--- src/rtl/part_add_pipe.sv ---
`default_nettype none
// ============================================================================
// Module      : part_add_pipe
// Description : Two-stage pipelined 64-bit partitioned adder. One add per
//               transaction over 8 byte lanes, 4 word lanes, 2 dword lanes or
//               a single qword, selected by mode. Bytes 0-3 are summed in
//               stage 1 and bytes 4-7 in stage 2. Lane flags and optional
//               unsigned saturation are applied in stage 2.
// Ports       : clk, rst_n          clock / async active-low reset
//               in_valid, in_ready  operand handshake
//               mode                00 byte, 01 word, 10 dword, 11 qword
//               a, b                64-bit operands, lane 0 in the low bits
//               out_valid, out_ready result handshake
//               sum                 lane-wise sum, same layout as operands
//               cout                per-byte carry flag, set only on lane tops
//               busy                any stage holds a transaction
// Revision    : 1.0 - initial release
// ============================================================================
module part_add_pipe #(
    parameter int SAT_EN = 0
) (
    input  logic        clk,
    input  logic        rst_n,
    input  logic        in_valid,
    output logic        in_ready,
    input  logic [1:0]  mode,
    input  logic [63:0] a,
    input  logic [63:0] b,
    output logic        out_valid,
    input  logic        out_ready,
    output logic [63:0] sum,
    output logic [7:0]  cout,
    output logic        busy
);

    // Stage 1 registers
    logic        r_s1_v;
    logic [1:0]  r_s1_mode;
    logic [31:0] r_s1_a_hi;
    logic [31:0] r_s1_b_hi;
    logic [31:0] r_s1_sum_lo;
    logic [3:0]  r_s1_c_lo;
    logic        r_s1_cmid;

    // Stage 2 (output) registers
    logic        r_s2_v;
    logic [63:0] r_sum;
    logic [7:0]  r_cout;

    logic        w_adv2;
    logic        w_in_fire;

    // Lane mask: low byte-index bits that stay inside one lane.
    // A byte links its carry from the byte below when (k & mask) != 0,
    // and tops a lane when (k & mask) == mask.
    logic [2:0]  w_mask1;
    logic [2:0]  w_mask2;

    logic [31:0] w_s1_sum;
    logic [3:0]  w_s1_c;
    logic [31:0] w_s2_sum;
    logic [3:0]  w_s2_c;
    logic [8:0]  w_t1;
    logic [8:0]  w_t2;
    logic        w_cy1;
    logic        w_cy2;

    logic [63:0] w_raw_sum;
    logic [7:0]  w_raw_c;
    logic [63:0] w_fin_sum;
    logic [7:0]  w_fin_cout;

    assign w_adv2    = !r_s2_v || out_ready;
    assign in_ready  = !r_s1_v || w_adv2;
    assign w_in_fire = in_valid && in_ready;

    assign w_mask1 = (3'd1 << mode) - 3'd1;
    assign w_mask2 = (3'd1 << r_s1_mode) - 3'd1;

    // Stage 1: bytes 0-3 as a ripple of 9-bit adds, broken at lane starts.
    always_comb begin
        w_s1_sum = '0;
        w_s1_c   = '0;
        w_t1     = '0;
        w_cy1    = 1'b0;
        for (int k = 0; k < 4; k++) begin
            w_cy1 = ((3'(k) & w_mask1) != 3'd0) ? w_cy1 : 1'b0;
            w_t1  = {1'b0, a[8*k +: 8]} + {1'b0, b[8*k +: 8]} + {8'd0, w_cy1};
            w_s1_sum[8*k +: 8] = w_t1[7:0];
            w_s1_c[k]          = w_t1[8];
            w_cy1              = w_t1[8];
        end
    end

    // Stage 2: bytes 4-7; byte 4 links to byte 3 only in qword mode, which
    // is the only mode where carry_mid can be nonzero.
    always_comb begin
        w_s2_sum = '0;
        w_s2_c   = '0;
        w_t2     = '0;
        w_cy2    = r_s1_cmid;
        for (int k = 4; k < 8; k++) begin
            w_cy2 = ((3'(k) & w_mask2) != 3'd0) ? w_cy2 : 1'b0;
            w_t2  = {1'b0, r_s1_a_hi[8*(k-4) +: 8]} + {1'b0, r_s1_b_hi[8*(k-4) +: 8]}
                  + {8'd0, w_cy2};
            w_s2_sum[8*(k-4) +: 8] = w_t2[7:0];
            w_s2_c[k-4]            = w_t2[8];
            w_cy2                  = w_t2[8];
        end
    end

    assign w_raw_sum = {w_s2_sum, r_s1_sum_lo};
    assign w_raw_c   = {w_s2_c, r_s1_c_lo};

    // Per-byte finalisation: flag only lane-top carries; when saturating,
    // every byte takes the carry of the top byte of its own lane (k | mask).
    genvar gk;
    generate
        for (gk = 0; gk < 8; gk++) begin : g_byte
            logic w_top;
            logic w_lane_c;
            assign w_top      = ((3'(gk) & w_mask2) == w_mask2);
            assign w_lane_c   = w_raw_c[3'(gk) | w_mask2];
            assign w_fin_cout[gk] = w_top && w_raw_c[gk];
            assign w_fin_sum[8*gk +: 8] = ((SAT_EN != 0) && w_lane_c) ? 8'hFF
                                                                      : w_raw_sum[8*gk +: 8];
        end
    endgenerate

    always_ff @(posedge clk or negedge rst_n) begin
        if (!rst_n) begin
            r_s1_v      <= 1'b0;
            r_s1_mode   <= 2'b00;
            r_s1_a_hi   <= '0;
            r_s1_b_hi   <= '0;
            r_s1_sum_lo <= '0;
            r_s1_c_lo   <= '0;
            r_s1_cmid   <= 1'b0;
        end else if (in_ready) begin
            r_s1_v <= in_valid;
            if (w_in_fire) begin
                r_s1_mode   <= mode;
                r_s1_a_hi   <= a[63:32];
                r_s1_b_hi   <= b[63:32];
                r_s1_sum_lo <= w_s1_sum;
                r_s1_c_lo   <= w_s1_c;
                r_s1_cmid   <= (mode == 2'b11) && w_s1_c[3];
            end
        end
    end

    always_ff @(posedge clk or negedge rst_n) begin
        if (!rst_n) begin
            r_s2_v <= 1'b0;
            r_sum  <= '0;
            r_cout <= '0;
        end else if (w_adv2) begin
            r_s2_v <= r_s1_v;
            if (r_s1_v) begin
                r_sum  <= w_fin_sum;
                r_cout <= w_fin_cout;
            end
        end
    end

    assign out_valid = r_s2_v;
    assign sum       = r_sum;
    assign cout      = r_cout;
    assign busy      = r_s1_v || r_s2_v;

endmodule
`default_nettype wire

--- config.mk ---
export PLATFORM = sky130hd
export DESIGN_NAME = part_add_pipe
export DESIGN_NICKNAME = d
export VERILOG_FILES = /design/src/rtl/part_add_pipe.sv
export SDC_FILE = /design/constraint.sdc
export NUM_CORES = 1
export LEC_CHECK = 0
export CORE_MARGIN = 2
export CORE_UTILIZATION = 45
export CTS_CLUSTER_DIAMETER = 150
export DETAILED_ROUTE_END_ITERATION = 8
export DONT_BUFFER_PORTS = 1
export MAX_ROUTING_LAYER = met4
export PLACE_DENSITY = 0.63
export SLEW_MARGIN = 40
export SYNTH_ARGS = -nofsm -noshare
export SYNTH_HDL_FRONTEND = slang
export SYNTH_SLANG_ARGS = --single-unit
export TNS_END_PERCENT = 1
--- constraint.sdc ---
create_clock -name clk -period 6.85 [get_ports clk]
set_input_delay 0.685 -clock clk [delete_from_list [all_inputs] [get_ports clk]]
set_output_delay 0.685 -clock clk [all_outputs]
set_load 0.01 [all_outputs]
==> results.sh <==
export IMPL_status="finished clean"
export IMPL_async_flop_share=1.00
export IMPL_clock_path_buffers=2
export IMPL_netlist_instances=906
export IMPL_crit_type="flip-flop to flip-flop"
export IMPL_gp_congestion=0.832
export IMPL_initial_utilization=0.459
export IMPL_cp_required_ns=7.12
export IMPL_worstHoldPathType="input pin to async pin"
export IMPL_port_buffers=0
export IMPL_first_global_vias=6468
export IMPL_final_layout_size_suffix_gt1_frac=0.134
export IMPL_cts_clk_slew_worst_paths_ns=0.07
export IMPL_slew_headroom=0.524
export IMPL_min_period_ns=6.51
export IMPL_synth_top_cell_area_share=0.494
export IMPL_max_stage_delay_ns=0.41
export IMPL_clk_latency_ns=0.42
export IMPL_area_delta_synth_final_pct=13.1
export IMPL_grt_pass1_wl_um=32900
export IMPL_routedWlPerCell_um=16.8
export IMPL_yosys_warnings=0
export IMPL_ir_drop_mv=0.168
export IMPL_critPathMaxFanout=2
export IMPL_grt_start_max_net_pins=178
export IMPL_ys_seq_area_frac=0.494
export IMPL_core_area_um2=19500
export IMPL_ant_nets=0
export IMPL_drt_wl_total_um=20100
export IMPL_power_leakage_uw=0.00486
export IMPL_ios=209
export IMPL_finalHoldViolations=0
export IMPL_cts_tree="done"
export IMPL_finalClockSkew_ns=0.00847
export IMPL_cpMostUsedCell="fa_2"
export IMPL_hpwl_um=13900
export IMPL_arrival_ns=6.79
export IMPL_ctsHtreeMaxLevel=4
export IMPL_fin_nets=1127
export IMPL_post_route_period_util=0.951
export IMPL_crit_path_end_kind="flip-flop"
export IMPL_syn_nets=1112
export IMPL_setup_violations=0
export IMPL_first_iter_violations=244
export IMPL_cts_buffers_inserted=17
export IMPL_synth_common_cells="nand2_1 (274), dfrtp_1 (177), o21ai_0 (71)"
export IMPL_die_x_um=145
export IMPL_p_per_area_nw_per_um2=321
export IMPL_ys_seq_elements=177
export IMPL_synth_flop_cell="dfrtp_1"
export IMPL_track_usage=0.201
export IMPL_slowest_stage="fa_2"
export IMPL_fmax_mhz=154
export IMPL_power_uw=3260
export IMPL_vias=6300
export IMPL_synth_most_common_cell="nand2_1"
export IMPL_rows=51
export IMPL_synth_cell_type_count=43
export IMPL_grt_antenna_before_repair=1
export IMPL_postSynthAreaPerCell_um2=9.89
export IMPL_drt_pass1_iterations=5
export IMPL_cts_root_buf="clkbuf_16"
export IMPL_synth_edf_count=0
export IMPL_vias_per_cell=5.25
export IMPL_syn_area_um2=8960
export IMPL_die_area_um2=21100
export IMPL_drc=0
export IMPL_crit_path_start_kind="flip-flop"
export IMPL_die_h_um=145
export IMPL_maxCapViolCount=0
export IMPL_worstMarginPinSlew_ns=0.705
export IMPL_yosys_top_cells_area="dfrtp_1 (49%), nand2_1 (11%), ha_1 (8.0%)"
export IMPL_holdWs_ns=0.136
export IMPL_drv_slew=0
export IMPL_yosys_area_top_type="dfrtp_1"
export IMPL_grt_overflow_total=0
export IMPL_cts_sinks=177
-- final timing paths --
path | slack (ns) | from | cells past startpoint | endpoint
worst max-delay path | 0.34 | r_s1_cmid | 30 | sum[60]
worst min-delay path | 0.14 | rst_n | 1 | r_s1_b_hi[19]
worst max register to register | 0.34 | r_s1_cmid | 30 | sum[60]
worst min register to register | 0.47 | r_s1_sum_lo[22] | 1 | r_s1_sum_lo[22]
max in group asynchronous | 5.87 | rst_n | 2 | r_s1_a_hi[4]
min in group clk | 0.37 | in_valid | 1 | r_s1_v
-- critical path: cells and delay by family (launching register included) --
kind	cells	cell delay (ns)
adder cells (fa/ha/maj)	8	2.90
AO/OA/AOI/OAI	16	2.47
AND/OR/NAND/NOR	4	0.41
flip-flops	1	0.38
buffers and inverters	2	0.19
-- final cells by class --
cell class,instances,area [um2]
clock buffers,20,467
flip-flops and latches,177,4430
repair buffers,30,282
well taps,265,332
clock inverters,11,128
multi-input cells,670,4400
fillers,1833,9400
inverters,25,93.8
diodes,1,2.50
-- logic make-up (layout without fill, tap and decap cells) --
group,after synthesis,count (layout),synth area share
compound gates,186,186,0.130
xor+xnor,32,32,0.0313
fa+ha+maj,72,72,0.113
buf+inv,59,86,0.0263
flops,177,177,0.494
mux,39,39,0.0490
other cells,0,1,0
simple gates,341,341,0.156
-- metal layers --
layer	wire, um	global-route usage	share of wire
met1	8630	0.239	0.43
met2	9550	0.320	0.48
met3	1420	0.0642	0.071
met4	505	0.0794	0.025
met5	0	-	0
-- through the flow --
step           setup slack, ns  area, um2  cells  setup TNS [ns]  utilization
3_5_place_dp            -0.319       9340   1160          -0.686        0.478
5_1_grt                -0.0188      10100   1199         -0.0188        0.519
2_1_floorplan           0.0246       8960    906               0            -
6_report                 0.336      10100   1199               0        0.519
4_1_cts                0.00824       9990   1192               0        0.512
3_3_place_gp            -0.108       9340   1160          -0.141        0.478
-- report_power, final --
| part | internal [uW] | total (uW) | switching (uW) | leakage [uW] |
|---|---|---|---|---|
| clock | 568 | 984 | 416 | 0.000286 |
| sequential | 1290 | 1560 | 264 | 0.00216 |
| combinational | 342 | 714 | 372 | 0.00241 |
| total | 2210 | 3260 | 1050 | 0.00486 |
-- sequential cells by signal (all words and copies together) (netlist names) --
signal and count:
r_s1_sum_lo 32, r_s1_mode 2, r_s1_b_hi 32, sum 64, cout 8, r_s1_cmid 1
r_s1_c_lo 4, out_valid 1, r_s1_v 1, r_s1_a_hi 32
-- cell usage in the layout, fill, tap and decap left out, drive strengths merged, types with 2 or more instances in the layout --
cell type  count
nor2b          4
dfrtp        177
o211ai         5
o21ai         72
clkinv         2
a31oi          5
xnor2         10
a2bb2o         2
a21oi         25
mux2          39
o31ai         14
nand2        274
nand3          2
o31a           6
nand2b        17
and2           2
xor2          22
a211oi        15
o21a          17
nor3b          2
buf           30
bufinv         2
or4            4
ha            57
o311ai         3
nor2          22
inv           29
o22ai          2
nor3           9
fa            15
a21o          14
clkinvlp       3
clkbuf        20
o21bai         2
-- timing repair --
action	CTS	global route
gates resized for setup	9	15
endpoints found under the setup margin	3	5
hold buffers	1	0
setup buffers	0	4
pin swaps	0	21
endpoints found under the hold margin	177	0
Power figures use the tool's default switching activity.
